`src/rtl/program_counter.sv`:
```
// Registered program counter for the SAP-2 datapath: synchronous clear, load, increment or hold.
// Optional PC_WRAP_FLAG_EN adds a registered one-cycle wrap flag on the all-ones to zero increment.
module program_counter #(
   parameter int unsigned WIDTH       = 4,
   parameter int unsigned RESET_VALUE = 0
) (
   input  logic             clk,
   input  logic             reset,
   input  logic             enable,
   input  logic             load,
   input  logic [WIDTH-1:0] counter_in,
`ifdef PC_WRAP_FLAG_EN
   output logic             wrap,
`endif
   output logic [WIDTH-1:0] counter_out
);

   localparam logic [WIDTH-1:0] RESET_PC = WIDTH'(RESET_VALUE);
   localparam logic [WIDTH-1:0] ALL_ONES = '1;

   logic [WIDTH-1:0] pc_q;

   // NOTE: state is updated with non-blocking assignments so every register samples pre-edge values.
   always_ff @(posedge clk) begin
      if (!reset) begin
         pc_q <= RESET_PC;
      end else if (load) begin
         pc_q <= counter_in;
      end else if (enable) begin
         pc_q <= pc_q + 1'b1;
      end
   end

`ifdef PC_WRAP_FLAG_EN
   // Flag is high only after the increment that rolls all-ones over to zero.
   always_ff @(posedge clk) begin
      if (!reset) begin
         wrap <= 1'b0;
      end else begin
         wrap <= !load && enable && (pc_q == ALL_ONES);
      end
   end
`endif

   assign counter_out = pc_q;

endmodule

```
`config.mk`:
```
export PLATFORM = sky130hd
export DESIGN_NAME = program_counter
export DESIGN_NICKNAME = d
export VERILOG_FILES = /design/src/rtl/program_counter.sv
export SDC_FILE = /design/constraint.sdc
export NUM_CORES = 1
export LEC_CHECK = 0
export BUFFER_PORTS_ARGS = -buffer_cell sky130_fd_sc_hd__buf_2
export CAP_MARGIN = 20
export CORE_AREA = 2 2 39 41
export DETAILED_ROUTE_END_ITERATION = 10
export DIE_AREA = 0 0 41 43
export PLACE_DENSITY = 0.44
export REMOVE_ABC_BUFFERS = 1
export SLEW_MARGIN = 20
export SYNTH_ARGS = -nofsm -noshare
export SYNTH_HDL_FRONTEND = slang
export SYNTH_SLANG_ARGS = --single-unit
```
`constraint.sdc`:
```
create_clock -name clk -period 1.3 [get_ports clk]
set_input_delay 0.13 -clock clk [delete_from_list [all_inputs] [get_ports clk]]
set_output_delay 0.13 -clock clk [all_outputs]
set_load 0.02 [all_outputs]
```
==> impl_metrics.py, run 1 <==
metrics = {
    "outcome": {
        "status": "finished clean",
    },
    "synthesis": {
        "synth_warnings": 0,
        "syn-cell-area_um2": 192.7,
        "synth-compound-area-share_pct": 15.58,
        "synth.area.mux_share_pct": 5.195,
        "ys_ff_latch": 4,
        "async_reset_ff_share_pct": 0,
        "synth_top_family_by_area": "simple AND/OR/NAND/NOR gates",
        "yosys.area_share.xor_xnor_pct": 13.64,
        "syn_avg_cell_area_um2": 8.758,
        "synth.distinct_cells": 11,
        "yosysTopAreaCellShare_pct": 41.56,
        "synth_edf_count": 0,
        "synthCells": 22,
        "synth_ff_type": "dfxtp_1",
        "synthTopCellsByArea": "dfxtp_1, o21ai_0, xor2_1",
        "yosysSeqAreaShare_pct": 41.56,
        "ys_top_cells_by_count": "dfxtp_1, o21ai_0, nand2_1",
        "synth_largest_area_cell": "dfxtp_1",
        "synth_fa_ha_area_share_pct": 6.494,
        "synthSimpleGateAreaFrac_pct": 15.58,
    },
    "grt": {
        "gr-total-overflow": 0,
        "grt_pass1_vias": 179,
        "antenna_found_initial": 0,
        "track_usage_pct": 6.030,
        "grt_max_degree": 6,
        "grt_pass1_wl_um": 634,
    },
    "sta": {
        "timing.fmax_mhz": 929.2,
        "hold_viol_final": 0,
        "fin_setup_tns_ps": 0,
        "setup_violations": 0,
        "slew_headroom_pct": 88.95,
        "worst_pin_slew_ps": 164.6,
        "period_share_pct": 82.78,
        "period_needed_ps": 1076,
        "rsz0062_at_grt": "no",
        "drv_slew": 0,
        "skew_ps": 1.285,
    },
    "power": {
        "ir_worst_vdd_mv": 0.2805,
        "p_sw_share_pct": 24.72,
        "p_switching_mw": 0.08636,
        "clkPwrFrac_pct": 43.0,
        "pwr-share-seq_pct": 40.2,
        "internal-power_mw": 0.2630,
        "powerDensity_nw_per_um2": 1204,
        "p_leak_nw": 0.1415,
        "p_comb_share_pct": 16.9,
    },
    "clock_tree": {
        "h-tree-depth": 1,
        "cts_tree": "done",
        "ctsHoldBuffers": 0,
        "ctsRootBufferMaster": "clkbuf_4",
        "clk_pin_slew_worst_paths_ps": 30,
        "insertion_delay_ps": 230,
        "postCtsSetupBuffers": 0,
        "clock-sinks": 4,
        "ctsResizeCount": 0,
        "cts_buffers": 3,
        "clock_path_buffers": 2,
    },
    "final_layout": {
        "diodes": 0,
        "largest_register_ffs": 4,
        "multi_input_area_um2": 108.9,
        "regArea_um2": 80.08,
        "area.growth.synth_to_final_pct": 50.65,
        "final_net_count": 47,
        "drive_above_1_share_pct": 38.89,
        "fillers": 159,
        "instances_no_fill": 52,
    },
    "worst_setup_path": {
        "crit_slowest_cell": "dfxtp_1",
        "cp_top_family": "flip-flops",
        "critPathMaxFanout": 4,
        "path_buf_inv": 0,
        "cpPeakStageDelay_ps": 330,
        "crit_type": "reg2reg",
        "start_kind": "flip-flop",
        "required_ps": 1420,
        "worstPathCellList": "ha_1 > mux2i_1 > o21ai_0 > and2_1",
        "worstSetupEndpointType": "flip-flop",
        "crit_arrival_ps": 1200,
    },
    "floorplan": {
        "die_y_um": 43,
        "coreArea_um2": 1384,
        "start_util_pct": 13.92,
        "die-area_um2": 1763,
        "rows": 14,
        "die_w_um": 41,
        "boundaryPins": 12,
    },
    "drt": {
        "ant_nets": 0,
        "num_vias": 188,
        "drt-initial-drc-count": 1,
        "firstDrtPassIters": 2,
        "wire_per_inst_um": 7.904,
        "remaining_drc_errors": 0,
        "via_per_inst": 3.615,
        "routed_wl_um": 411,
    },
    "place": {
        "hpwl_um": 342,
        "io_buffer_count": 11,
        "globalplace.congestion": 0.6146,
        "dpl.cell_count": 49,
    },
    "run": {
        "maxCapViolations": 0,
    },
    "hold_path": {
        "hold_path.class": "in2reg",
    },
}
worst register-to-register path, cell delays in order (launching register included):
cell,delay [ps]
dfxtp_1,330
ha_1,290
mux2i_1,130
o21ai_0,80
and2_1,150
logic make-up (layout without fill, tap and decap cells):
kind of cell             count (synthesis)  count (layout)
AO/OA/AOI/OAI                            6               6
buffers and inverters                    1              15
XOR/XNOR                                 3               3
AND/OR/NAND/NOR                          6               6
flip-flops                               4               4
multiplexers                             1               1
adder cells (fa/ha/maj)                  1               1
metrics by stage:
| stage | area, µm² | worst slack, ps | utilization, % | hold WS (ps) | total power [mW] |
|---|---|---|---|---|---|
| 3_5_place_dp | 267.8 | 217.4 | 19.35 | 378.8 | 0.2020 |
| 3_3_place_gp | 267.8 | 229.6 | 19.35 | 375.4 | 0.2020 |
| 5_1_grt | 290.3 | 123.5 | 20.98 | 151.9 | 0.3652 |
| 2_1_floorplan | 192.7 | 125.1 | - | 251.7 | 0.1748 |
| 6_report | 290.3 | 223.8 | 20.98 | 139.5 | 0.3494 |
| 4_1_cts | 290.3 | 214.4 | 20.98 | 135.5 | 0.3590 |
layout by cell type, fill, tap and decap left out, drive strengths merged:
| master | count |
|---|---|
| a21oi | 2 |
| and2 | 2 |
| buf | 11 |
| clkbuf | 3 |
| dfxtp | 4 |
| ha | 1 |
| inv | 1 |
| mux2i | 1 |
| nand2 | 3 |
| nand4 | 1 |
| o21ai | 4 |
| xnor2 | 1 |
| xor2 | 2 |
routing by layer:
layer  routed length (µm)  track usage [%]  vias up
met3                   62            3.665        0
met5                    0                0        -
met1                  184            6.452       72
met4                    0            8.000        0
li1                     -                -      103
met2                  164            6.563       13
path summary, 6_finish.rpt:
path / from / to / slack [ps] / cells past startpoint
worst max register to register: counter_out[0] / counter_out[1] / 220 / 4
worst min-delay path: reset / counter_out[1] / 140 / 2
worst min register to register: counter_out[3] / counter_out[3] / 560 / 2
worst max-delay path: counter_out[0] / counter_out[1] / 220 / 4
power groups by stage:
stage | logic (mW) | registers [mW] | clock network [mW]
after global placement | 0.0595 | 0.142 | 0
after global routing | 0.0658 | 0.142 | 0.158
after CTS | 0.0599 | 0.140 | 0.159
after floorplan | 0.0215 | 0.153 | 0
after detailed placement | 0.0596 | 0.142 | 0
final | 0.0589 | 0.140 | 0.150
area by class of cell:
type,count,share of cell area (%)
sequential,4,27.59
multi-input combinational,17,37.50
timing repair buffer,11,18.97
clock buffer,3,7.759
inverter,1,1.293
tap,16,6.897
Note: power is estimated with default switching activity, not from simulation.
==> run 2: changes to the inputs <==
==> constraint.sdc (replaced) <==
create_clock -name clk -period 1 [get_ports clk]
set_input_delay 0.1 -clock clk [delete_from_list [all_inputs] [get_ports clk]]
set_output_delay 0.1 -clock clk [all_outputs]
set_load 0.02 [all_outputs]
==> impl_metrics.py, run 2 (same netlist as run 1, synthesis figures left out) <==
metrics = {
    "worst_setup_path": {
        "cpPeakStageDelay_ps": 330,
        "cp_top_family": "flip-flops",
        "crit_slowest_cell": "dfxtp_2",
        "worstPathCellList": "ha_4 > mux2i_1 > o21ai_1 > and2_1",
        "regToRegStartpoint": "counter_out[1]",
        "start_kind": "flip-flop",
        "required_ps": 1130,
        "path_buf_inv": 0,
        "worstSetupEndpointType": "flip-flop",
        "crit_type": "reg2reg",
        "r2r-end": "counter_out[1]",
        "r2r_cells": 4,
        "crit_arrival_ps": 1120,
        "critPathMaxFanout": 2,
        "ff2ff_setup_slack_ps": 9,
    },
    "outcome": {
        "status": "finished clean",
    },
    "drt": {
        "route.met2.wl_um": 214,
        "remaining_drc_errors": 0,
        "routed_wl_um": 468,
        "wl_met3_um": 49,
        "wl_met1_um": 204,
        "ant_nets": 0,
        "wire_per_inst_um": 8.667,
        "top_layer_used": "met3",
        "via_per_inst": 3.630,
        "drt-initial-drc-count": 1,
        "firstDrtPassIters": 2,
        "num_vias": 196,
    },
    "sta": {
        "timing.fmax_mhz": 1009,
        "worst_pin_slew_ps": 124.0,
        "skew_ps": 2.209,
        "fin_setup_tns_ps": 0,
        "slew_headroom_pct": 91.49,
        "rsz0062_at_grt": "yes",
        "drv_slew": 0,
        "setup_violations": 0,
        "hold_viol_final": 0,
        "period_needed_ps": 990.9,
        "period_share_pct": 99.09,
    },
    "hold_path": {
        "hold_path.class": "in2reg",
        "hold_start": "reset",
        "holdPathStages": 2,
        "hold_end": "counter_out[1]",
    },
    "final_layout": {
        "final_net_count": 49,
        "final_area_um2": 320.3,
        "diodes": 0,
        "drive_above_1_share_pct": 50.00,
        "area.growth.synth_to_final_pct": 66.23,
        "layout_common_cells": "buf_2, o21ai_0, nand2_1, clkbuf_4",
        "fillers": 153,
        "largest_register_ffs": 4,
        "instances_no_fill": 54,
        "final_common_cell": "buf_2",
    },
    "clock_tree": {
        "ctsHoldBuffers": 0,
        "clock_path_buffers": 2,
        "clk_pin_slew_worst_paths_ps": 40,
        "h-tree-depth": 1,
        "ctsRootBufferMaster": "clkbuf_4",
        "postCtsSetupBuffers": 0,
        "insertion_delay_ps": 230,
        "clock-sinks": 4,
        "cts_buffers": 3,
        "cts_tree": "done",
    },
    "place": {
        "io_buffer_count": 11,
        "dpl.cell_count": 51,
        "hpwl_um": 356.4,
        "globalplace.congestion": 0.6371,
        "place_area_um2": 282.8,
    },
    "floorplan": {
        "die-area_um2": 1763,
        "coreArea_um2": 1384,
        "start_util_pct": 13.92,
        "die_y_um": 43,
        "rows": 14,
        "die_w_um": 41,
        "boundaryPins": 12,
    },
    "grt": {
        "grt_max_degree": 6,
        "grt_pass1_vias": 192,
        "gr-total-overflow": 0,
        "grt_pass1_wl_um": 627,
        "track_usage_pct": 5.617,
        "antenna_found_initial": 0,
    },
    "power": {
        "p_leak_nw": 0.1509,
        "powerDensity_nw_per_um2": 1485,
        "ir_worst_vdd_mv": 0.3481,
    },
    "run": {
        "maxCapViolations": 0,
    },
}
-- run 2: power by group --
| group | leakage (nW) | switching [mW] | internal (mW) |
|---|---|---|---|
| clock network | 0.0138 | 0.0676 | 0.134 |
| registers | 0.0339 | 0.0102 | 0.174 |
| logic | 0.103 | 0.0455 | 0.0443 |
| total | 0.151 | 0.123 | 0.352 |
-- run 2: layer usage --
layer | vias up | track usage (%)
li1 | 108 | -
met1 | 79 | 6.090
met2 | 9 | 7.500
met3 | 0 | 0.5236
met4 | 0 | 8.000
met5 | - | 0
-- run 2: stage by stage --
step	setup WS (ps)	total power [mW]	hold WS (ps)	util [%]
4_1_cts	-42.99	0.4796	92.66	22.06
6_report	9.115	0.4757	106.3	23.15
2_1_floorplan	-174.9	0.2272	221.7	-
5_1_grt	-81.20	0.5026	118.7	23.15
3_3_place_gp	-22.91	0.2708	343.6	20.43
3_5_place_dp	-40.68	0.2704	341.8	20.43
-- run 2: timing repair --
action / 4_1_cts / 5_1_grt
setup endpoints to repair: 1 / 2
pin swaps: 0 / 3
resized for setup: 1 / 3
-- run 2: worst max-delay path by stage --
stage / start / endpoint / slack, ps / depth (start not counted)
3_3_place_gp: counter_out[0] / counter_out[1] / -20 / 4
2_1_floorplan: counter_out[0] / counter_out[1] / -170 / 4
6_report: counter_out[1] / counter_out[1] / 9 / 4
5_1_grt: counter_out[1] / counter_out[1] / -80 / 4
4_1_cts: counter_out[0] / counter_out[1] / -40 / 4
3_5_place_dp: counter_out[0] / counter_out[1] / -40 / 4
-- run 2: worst register-to-register path: stages, from the launching register on --
cell	delay [ps]
dfxtp_2	330
ha_4	220
mux2i_1	130
o21ai_1	80
and2_1	130
-- run 2: final cells by class --
class | count | area [µm²] | share of cell area, %
clock buffer | 3 | 22.52 | 7.031
sequential | 4 | 82.58 | 25.78
inverter | 1 | 3.754 | 1.172
tap | 16 | 20.02 | 6.250
timing repair buffer | 13 | 70.07 | 21.88
multi-input combinational | 17 | 121.4 | 37.89
==> run 3: changes to the inputs <==
--- a/config.mk
+++ b/config.mk
@@ -12,6 +12,7 @@
 export DIE_AREA = 0 0 41 43
 export PLACE_DENSITY = 0.44
 export REMOVE_ABC_BUFFERS = 1
+export SETUP_SLACK_MARGIN = 0.4
 export SLEW_MARGIN = 20
 export SYNTH_ARGS = -nofsm -noshare
 export SYNTH_HDL_FRONTEND = slang
==> impl_metrics.py, run 3 (same netlist as run 1, synthesis figures left out) <==
metrics = {
    "power": {
        "powerDensity_nw_per_um2": 1416,
        "p_switching_mw": 0.1256,
        "pwr-share-seq_pct": 37.9,
        "clkPwrFrac_pct": 41.0,
        "p_comb_share_pct": 21.2,
        "p_leak_nw": 0.1550,
        "internal-power_mw": 0.3669,
        "p_sw_share_pct": 25.51,
        "report.power.total_mw": 0.4926,
        "ir_worst_vdd_mv": 0.3512,
    },
    "floorplan": {
        "coreArea_um2": 1384,
        "boundaryPins": 12,
        "rows": 14,
        "start_util_pct": 13.92,
        "die-area_um2": 1763,
        "die_w_um": 41,
        "die_y_um": 43,
    },
    "sta": {
        "rsz0062_at_grt": "yes",
        "period_needed_ps": 991.1,
        "worst_pin_slew_ps": 124.0,
        "drv_slew": 0,
        "timing.fmax_mhz": 1009,
        "period_share_pct": 99.11,
        "hold_viol_final": 0,
        "slew_headroom_pct": 91.49,
        "skew_ps": 2.403,
        "setup_violations": 0,
    },
    "place": {
        "place_area_um2": 282.8,
        "globalplace.congestion": 0.6371,
        "io_buffer_count": 11,
        "hpwl_um": 356.4,
    },
    "grt": {
        "gr-total-overflow": 0,
        "track_usage_pct": 5.617,
        "antenna_found_initial": 0,
        "grt_pass1_vias": 194,
        "grt_max_degree": 6,
        "grt_pass1_wl_um": 627,
    },
    "final_layout": {
        "diodes": 0,
        "final_common_cell": "buf_2",
        "fillers": 150,
        "largest_register_ffs": 4,
        "layout_common_cells": "buf_2, dfxtp_2, buf_6",
        "area.growth.synth_to_final_pct": 80.52,
        "final_net_count": 49,
        "final_area_um2": 347.8,
        "drive_above_1_share_pct": 55.26,
    },
    "clock_tree": {
        "clk_pin_slew_worst_paths_ps": 40,
        "ctsRootBufferMaster": "clkbuf_4",
        "insertion_delay_ps": 230,
        "h-tree-depth": 1,
        "postCtsSetupBuffers": 0,
        "clock-sinks": 4,
        "cts_buffers": 3,
        "clock_path_buffers": 2,
        "ctsHoldBuffers": 0,
        "cts_tree": "done",
    },
    "drt": {
        "remaining_drc_errors": 0,
        "firstDrtPassIters": 2,
        "wire_per_inst_um": 8.537,
        "num_vias": 194,
        "routed_wl_um": 461,
        "via_per_inst": 3.593,
        "ant_nets": 0,
        "drt-initial-drc-count": 1,
    },
    "worst_setup_path": {
        "crit_type": "reg2reg",
        "worstSetupEndpointType": "flip-flop",
        "critPathMaxFanout": 2,
        "r2r_cells": 4,
        "start_kind": "flip-flop",
        "required_ps": 1130,
        "crit_arrival_ps": 1120,
    },
    "run": {
        "maxCapViolations": 0,
    },
    "outcome": {
        "status": "finished clean",
    },
    "hold_path": {
        "hold_path.class": "in2reg",
        "holdPathStages": 2,
    },
}
[run 3: metal layers]
layer  up-vias  routed length, µm  GRT usage [%]
met2         9                214          7.500
li1        109                  -              -
met4         0                  0          8.000
met3         0                 44         0.5236
met1        76                202          6.090
met5         -                  0              0
[run 3: worst paths after layout]
check,start,to,slack (ps)
worst max register to register,counter_out[1],counter_out[1],9
worst min register to register,counter_out[3],counter_out[3],560
worst min-delay path,reset,counter_out[1],110
worst max-delay path,counter_out[1],counter_out[1],9
[run 3: worst max-delay path: stages, from the launching register on]
cell and delay, ps:
dfxtp_2 330, ha_4 220, mux2i_1 130, o21ai_1 80, and2_1 130
[run 3: repair_timing]
action	CTS	global route
resized for setup	11	3
pin swaps	3	4
endpoints found under the hold margin	0	0
setup endpoints to repair	8	8
[run 3: area by class of cell]
class	count	area (µm²)	area share, %
clock buffers	3	22.52	6.475
well taps	16	20.02	5.755
inverters	1	3.754	1.079
multi-input cells	17	121.4	34.89
flip-flops and latches	4	85.08	24.46
repair buffers	13	95.09	27.34
[run 3: per-stage QoR]
step                worst slack (ps)  util, %  hold WS [ps]  setup TNS (ps)  instances
floorplan                     -174.9        -         221.7          -211.1         22
CTS                           -42.99    24.05         92.66          -42.99         54
detailed placement            -40.68    20.43         341.8          -40.68         51
global route                  -81.20    25.14         118.7          -145.7         54
global placement              -22.91    20.43         343.6          -22.91         51
finish                         8.861    25.14         106.5               0         54
[run 3: power groups by stage]
stage          Clock [mW]  Combinational, mW  Sequential, mW
5_1_grt             0.214              0.119           0.187
3_5_place_dp            0             0.0882           0.182
6_report            0.202              0.104           0.187
4_1_cts             0.211              0.104           0.182
2_1_floorplan           0             0.0280           0.199
3_3_place_gp            0             0.0885           0.182
